[src/rtl/tick_scheduler.sv]
// Round-robin tick scheduler: grants one requester at a time and issues
// cnt periodic tick pulses spaced div clock cycles apart, then a done pulse.
module tick_scheduler #(
  parameter int N_REQ = 4,
  parameter int DW    = 16,
  parameter int CW    = 8
) (
  input  logic               clk_i,
  input  logic               rst_ni,
  input  logic [N_REQ-1:0]   req_i,
  input  logic [N_REQ*DW-1:0] div_i,
  input  logic [N_REQ*CW-1:0] cnt_i,
  output logic [N_REQ-1:0]   gnt_o,
  output logic               tick_o,
  output logic [N_REQ-1:0]   done_o,
  output logic               busy_o
);

  localparam int PW = (N_REQ > 1) ? $clog2(N_REQ) : 1;

  typedef enum logic [1:0] {
    S_IDLE,
    S_RUN,
    S_DONE
  } state_t;

  state_t            state_reg, state_next;
  logic [PW-1:0]     ptr_reg, ptr_next;
  logic [PW-1:0]     owner_reg, owner_next;
  logic [DW-1:0]     div_reg, div_next;
  logic [DW-1:0]     phase_reg, phase_next;
  logic [CW-1:0]     left_reg, left_next;
  logic [N_REQ-1:0]  gnt_reg, gnt_next;
  logic [N_REQ-1:0]  done_reg, done_next;
  logic              tick_reg, tick_next;
  logic              busy_reg, busy_next;

  logic [DW-1:0]     div_sl [N_REQ];
  logic [CW-1:0]     cnt_sl [N_REQ];
  logic              win_valid;
  logic [PW-1:0]     win_idx;
  logic [PW:0]       cand;

  for (genvar gi = 0; gi < N_REQ; gi++) begin : g_slice
    assign div_sl[gi] = div_i[gi*DW +: DW];
    assign cnt_sl[gi] = cnt_i[gi*CW +: CW];
  end

  // Scan offsets from the top down so the smallest offset from ptr wins.
  always_comb begin
    win_valid = 1'b0;
    win_idx   = '0;
    cand      = '0;
    for (int off = N_REQ - 1; off >= 0; off--) begin
      cand = {1'b0, ptr_reg} + (PW+1)'(off);
      if (cand >= (PW+1)'(N_REQ)) begin
        cand = cand - (PW+1)'(N_REQ);
      end
      if (req_i[cand[PW-1:0]]) begin
        win_valid = 1'b1;
        win_idx   = cand[PW-1:0];
      end
    end
  end

  always_comb begin
    state_next = state_reg;
    ptr_next   = ptr_reg;
    owner_next = owner_reg;
    div_next   = div_reg;
    phase_next = phase_reg;
    left_next  = left_reg;
    gnt_next   = gnt_reg;
    busy_next  = busy_reg;
    tick_next  = 1'b0;
    done_next  = '0;

    unique case (state_reg)
      S_IDLE: begin
        if (win_valid) begin
          state_next = S_RUN;
          owner_next = win_idx;
          gnt_next   = N_REQ'(1) << win_idx;
          div_next   = (div_sl[win_idx] < DW'(2)) ? DW'(2) : div_sl[win_idx];
          left_next  = cnt_sl[win_idx];
          phase_next = '0;
          ptr_next   = (win_idx == PW'(N_REQ - 1)) ? '0 : win_idx + PW'(1);
          busy_next  = 1'b1;
        end
      end

      S_RUN: begin
        // Abort wins over everything, including a coinciding final tick.
        if (!req_i[owner_reg]) begin
          state_next = S_IDLE;
          gnt_next   = '0;
          busy_next  = 1'b0;
          phase_next = '0;
          left_next  = '0;
        end else if (left_reg == '0) begin
          state_next           = S_DONE;
          gnt_next             = '0;
          done_next[owner_reg] = 1'b1;
          phase_next           = '0;
        end else if (phase_reg == div_reg - DW'(1)) begin
          tick_next  = 1'b1;
          phase_next = '0;
          left_next  = left_reg - CW'(1);
        end else begin
          phase_next = phase_reg + DW'(1);
        end
      end

      S_DONE: begin
        state_next = S_IDLE;
        busy_next  = 1'b0;
      end

      default: begin
        state_next = S_IDLE;
        gnt_next   = '0;
        busy_next  = 1'b0;
      end
    endcase
  end

  always_ff @(posedge clk_i or negedge rst_ni) begin
    if (!rst_ni) begin
      state_reg <= S_IDLE;
      ptr_reg   <= '0;
      owner_reg <= '0;
      div_reg   <= '0;
      phase_reg <= '0;
      left_reg  <= '0;
      gnt_reg   <= '0;
      done_reg  <= '0;
      tick_reg  <= 1'b0;
      busy_reg  <= 1'b0;
    end else begin
      state_reg <= state_next;
      ptr_reg   <= ptr_next;
      owner_reg <= owner_next;
      div_reg   <= div_next;
      phase_reg <= phase_next;
      left_reg  <= left_next;
      gnt_reg   <= gnt_next;
      done_reg  <= done_next;
      tick_reg  <= tick_next;
      busy_reg  <= busy_next;
    end
  end

  assign gnt_o  = gnt_reg;
  assign done_o = done_reg;
  assign tick_o = tick_reg;
  assign busy_o = busy_reg;

endmodule

[config.mk]
export PLATFORM = sky130hd
export DESIGN_NAME = tick_scheduler
export DESIGN_NICKNAME = d
export VERILOG_FILES = /design/src/rtl/tick_scheduler.sv
export SDC_FILE = /design/constraint.sdc
export NUM_CORES = 1
export LEC_CHECK = 0
export CAP_MARGIN = 20
export CORE_ASPECT_RATIO = 2
export CORE_MARGIN = 1
export CORE_UTILIZATION = 69
export CTS_CLUSTER_DIAMETER = 120
export DETAILED_ROUTE_END_ITERATION = 6
export DONT_BUFFER_PORTS = 1
export PLACE_DENSITY_LB_ADDON = 0.3
export SYNTH_ARGS = -nofsm -noshare
export SYNTH_HDL_FRONTEND = slang
export SYNTH_SLANG_ARGS = --single-unit
export TNS_END_PERCENT = 50
[constraint.sdc]
create_clock -name clk_i -period 7.45 [get_ports clk_i]
set_input_delay 0.745 -clock clk_i [delete_from_list [all_inputs] [get_ports clk_i]]
set_output_delay 0.745 -clock clk_i [all_outputs]
set_load 0.05 [all_outputs]
==> results.txt <==
* Static power due to leakage: 1.81 nW
- RePlAce Congestion: between 0.9 and 1
- Yosys synthesis warning count: 0
- The share of total power dissipated in the clock network is roughly 11%.
- Register share of total power: a little under two fifths
* Drt pass-1 iters: 4
* Total routed wirelength: around 9400 µm
- Peak fanout along the critical path: 37
- In this run the critical register-to-register path is launched from ptr_reg[0]$_DFFE_PN0P_.
- Detailed placement ended at an HPWL of 7420 µm.
- Max-capacitance violation count: 0
* Clock transition at the registers of the reported paths: between 0.1 and 0.15 ns
* Worst reg2reg setup slack: between 4 and 5 ns
- For this design the ratio of total power to cell area is approximately 380 mW/mm².
- Unrepaired setup endpoints after global routing: false
- The number of global-route vias before repair was 3421.
- The final critical path takes up between 40% and 50% of the cycle.
- STA puts the critical path data arrival time at roughly 3.4 ns.
- Once detail routing completed, the nets flagged for antenna violations numbered 0.
- The initial antenna violation count is 0.
* Count of different cell masters after synthesis: 56
- Commonest cells after routing, fill and taps aside: sky130_fd_sc_hd__nand2_1, sky130_fd_sc_hd__dfrtp_1, sky130_fd_sc_hd__mux2i_1, sky130_fd_sc_hd__nor2_1, sky130_fd_sc_hd__nand3_1
* Pin slew with the least headroom to its limit: slightly above 1 ns
- After global routing the overflow that remains totals 0.
- Worst Clk Skew: between 0.01 and 0.015 ns
* DRT iter0 DRCs: 155
- The path class of the tightest hold or removal check is in2async.
- Die X-Extent: roughly 56 µm
- Depth of the most critical reg-to-reg path: 8
* Cell chosen for the clock root: sky130_fd_sc_hd__clkbuf_8
- Critical Setup Path Class: reg2reg
- In the post-synthesis netlist, the biggest area contributors are sky130_fd_sc_hd__dfrtp_1, sky130_fd_sc_hd__mux2i_1, sky130_fd_sc_hd__nand2_1, sky130_fd_sc_hd__mux2_2, sky130_fd_sc_hd__nor2_1.
* Net total in the final layout: 551
- For this configuration, the core starts out at a cell density of approximately 73%.
* Share of the core filled with cells in the final layout: roughly 74%
* Maximum vdd drop: between 200 and 300 µV
* Bufs on Longest Clock Path: 2
- Biggest area consumer among synthesized cells: sky130_fd_sc_hd__dfrtp_1
- In the global route stage, overall resource usage came out at roughly 33%.
- Proportion of netlist area held by the largest area contributor: a little over a third
- For this run, the leading register cell type out of synthesis is sky130_fd_sc_hd__dfrtp_1.
- After routing, the total negative slack on setup checks comes to 0 ns.
- Count of endpoints failing hold in the final timing report: 0
- Nets in the synthesized netlist: 563
* TritonCTS Sinks: 56
- Number of standard cells after synthesis: roughly 450
- In this run the tool buffered the top-level ports with 0 buffer cells.
- The number of pins exceeding their max-slew limit in the final report was 0.
* Synth-to-Final Area Change: 1.81%
- STA classifies the critical path endpoint as a flip-flop.
- Via count: between 3000 and 4000
- DIE HEIGHT: approximately 110 µm
- Gates resized during post-CTS repair numbered 0.
- Post-Syn Area per Cell: roughly 9 µm²
- The floorplan has 38 rows.
* Maximum number of pins on one net before global-route repair: 57
- Filler cells: about 400
- Buffers inserted to repair hold after CTS numbered 0.
- FF+latch area: 0.00140 mm²
- In this run the post-CTS setup repair buffer count came out at 0.
- Post-synth EDFFs: 0
- The routed design could run at a clock period as short as slightly above 3 ns.
- In this run, synthesis produced a sequential element count of between 50 and 60.
* Number of clock buffers inserted by TritonCTS: 5
- The region available for standard cell placement spans between 0.005 and 0.006 mm².
* Ratio of cells with drive above 1 in the final layout: under 10%
- Tightest slew margin relative to the limit: about a third
- In this run the power spent charging and discharging nets is around 0.75 mW.
- Async S/R FF share, synth: 100%
- Setup violations remaining at the end of the flow were counted as 0.
- For this run, the top clock speed supported by timing is approximately 320 MHz.
* Switching power as a share of total power: 48.2%
- Data on the critical path is required at its endpoint by ~7.7 ns.
- Pin placement for this block handled approximately 110 I/O pins.
* Most common cell after layout, fill and taps aside: sky130_fd_sc_hd__nand2_1
- Total area of multi-input combinational cells: ~0.0024 mm²
- Via density per instance: around 6.6
* Run status: complete, no violations
- The first global-routing pass estimated between 15000 and 20000 µm of wire.
- Routed WL per cell: approximately 19 µm
- In this run the critical register-to-register path is captured at div_reg[1]$_DFFE_PN0P_.
- 0 antenna diodes ended up in the layout.
- After synthesis, flip-flops and latches occupy approximately a third of the total area.
* Power share of the combinational group: between 50% and 60%
- Crit start category: flip-flop
- For the worst-skew pair, the clock arrives at the later sink with an insertion delay of 0.33 ns.
- CTS tree: done
* H-tree lvl count: 2
- Summed instance area of the synthesized netlist: about 0.004 mm²
- Number of remaining DRC errors: 0
- The floorplan step defined a die boundary enclosing ~0.0061 mm².
* Total internal power: around 0.81 mW
final cells by class:
type | count | share of cell area (%)
sequential | 56 | 34.4
clock buffer | 5 | 1.69
inverter | 11 | 1.01
multi-input combinational | 364 | 59.9
tap | 60 | 1.84
timing repair buffer | 3 | 0.553
clock inverter | 3 | 0.583
how the worst max path moves through the flow:
stage / cells after the start / end / slack [ns] / start
after floorplan: 11 / gnt_o[0]$_DFFE_PN0P_ / 4.67 / req_i[0]
after global placement: 8 / div_reg[1]$_DFFE_PN0P_ / 4.24 / req_i[0]
after detailed placement: 8 / div_reg[1]$_DFFE_PN0P_ / 4.15 / req_i[0]
after CTS: 10 / phase_reg[14]$_DFFE_PN0P_ / 4.42 / div_reg[0]$_DFFE_PN0P_
after global routing: 8 / div_reg[1]$_DFFE_PN0P_ / 4.10 / ptr_reg[0]$_DFFE_PN0P_
final: 8 / div_reg[1]$_DFFE_PN0P_ / 4.35 / ptr_reg[0]$_DFFE_PN0P_
Yosys cell counts, types with 2 or more instances:
| master | count |
|---|---|
| sky130_fd_sc_hd__or4_1 | 4 |
| sky130_fd_sc_hd__ha_1 | 8 |
| sky130_fd_sc_hd__nand3b_1 | 3 |
| sky130_fd_sc_hd__nand3_1 | 21 |
| sky130_fd_sc_hd__buf_4 | 2 |
| sky130_fd_sc_hd__xor2_1 | 17 |
| sky130_fd_sc_hd__a211oi_1 | 2 |
| sky130_fd_sc_hd__a22oi_1 | 4 |
| sky130_fd_sc_hd__o22ai_1 | 3 |
| sky130_fd_sc_hd__nand2b_1 | 2 |
| sky130_fd_sc_hd__or3_1 | 2 |
| sky130_fd_sc_hd__a21oi_1 | 19 |
| sky130_fd_sc_hd__nand4_1 | 6 |
| sky130_fd_sc_hd__clkbuf_1 | 11 |
| sky130_fd_sc_hd__nor2b_1 | 6 |
| sky130_fd_sc_hd__xnor2_1 | 15 |
| sky130_fd_sc_hd__mux2_2 | 14 |
| sky130_fd_sc_hd__nor2_1 | 42 |
| sky130_fd_sc_hd__and3b_1 | 2 |
| sky130_fd_sc_hd__nor3_1 | 10 |
| sky130_fd_sc_hd__nand2_1 | 64 |
| sky130_fd_sc_hd__mux2i_1 | 47 |
| sky130_fd_sc_hd__buf_2 | 5 |
| sky130_fd_sc_hd__o21ai_0 | 20 |
| sky130_fd_sc_hd__o211ai_1 | 6 |
| sky130_fd_sc_hd__a22o_1 | 7 |
| sky130_fd_sc_hd__buf_6 | 3 |
| sky130_fd_sc_hd__inv_1 | 11 |
| sky130_fd_sc_hd__and3_1 | 5 |
| sky130_fd_sc_hd__nor3b_1 | 2 |
| sky130_fd_sc_hd__dfrtp_1 | 56 |
| sky130_fd_sc_hd__o31ai_1 | 3 |
| sky130_fd_sc_hd__o21ai_1 | 2 |
| sky130_fd_sc_hd__nor4_1 | 7 |
worst max-delay path, cell delays in order (launching register included):
cell and delay, ns:
sky130_fd_sc_hd__dfrtp_1 0.41, sky130_fd_sc_hd__and2b_1 0.21, sky130_fd_sc_hd__a21oi_1 0.14, sky130_fd_sc_hd__o22ai_1 0.15, sky130_fd_sc_hd__a21oi_4 0.80, sky130_fd_sc_hd__mux2i_1 0.22, sky130_fd_sc_hd__or4_1 0.59, sky130_fd_sc_hd__nor4_2 0.32
sky130_fd_sc_hd__a2bb2oi_1 0.19
metal layers:
layer / track usage, % / share of wire, %
met1: 33.1 / 36
met2: 63.3 / 55
met3: 4.00 / 3.6
met4: 20.2 / 5.1
met5: 0 / 0
per-stage QoR:
stage	cell area, µm²	power, mW	std cells	setup WS [ns]	hold WS (ns)
after floorplan	4000	1.23	453	4.67	0.449
after global placement	3980	1.35	494	4.24	0.451
after detailed placement	3980	1.38	494	4.15	0.450
after CTS	4080	1.55	502	4.42	0.0864
after global routing	4080	1.67	502	4.10	0.0717
final	4080	1.56	502	4.35	0.102
cells by family (layout without fill, tap and decap cells):
logic type               after synthesis  count (layout)  share of synthesized area [%]
AO/OA/AOI/OAI                         75              75                           12.2
XOR/XNOR                              32              32                           7.00
adder cells (fa/ha/maj)                8               8                           2.50
buffers and inverters                 33              22                           4.28
flip-flops                            56              56                           35.0
multiplexers                          62              62                           16.3
AND/OR/NAND/NOR                      187             187                           22.8
power groups by stage:
| stage | clock network, mW | logic [mW] | registers (mW) |
|---|---|---|---|
| 6_report | 0.173 | 0.803 | 0.582 |
| 3_3_place_gp | 0 | 0.772 | 0.580 |
| 5_1_grt | 0.188 | 0.891 | 0.595 |
| 4_1_cts | 0.177 | 0.798 | 0.578 |
| 2_1_floorplan | 0 | 0.695 | 0.530 |
| 3_5_place_dp | 0 | 0.795 | 0.584 |
(Power assumes the default switching activity.)
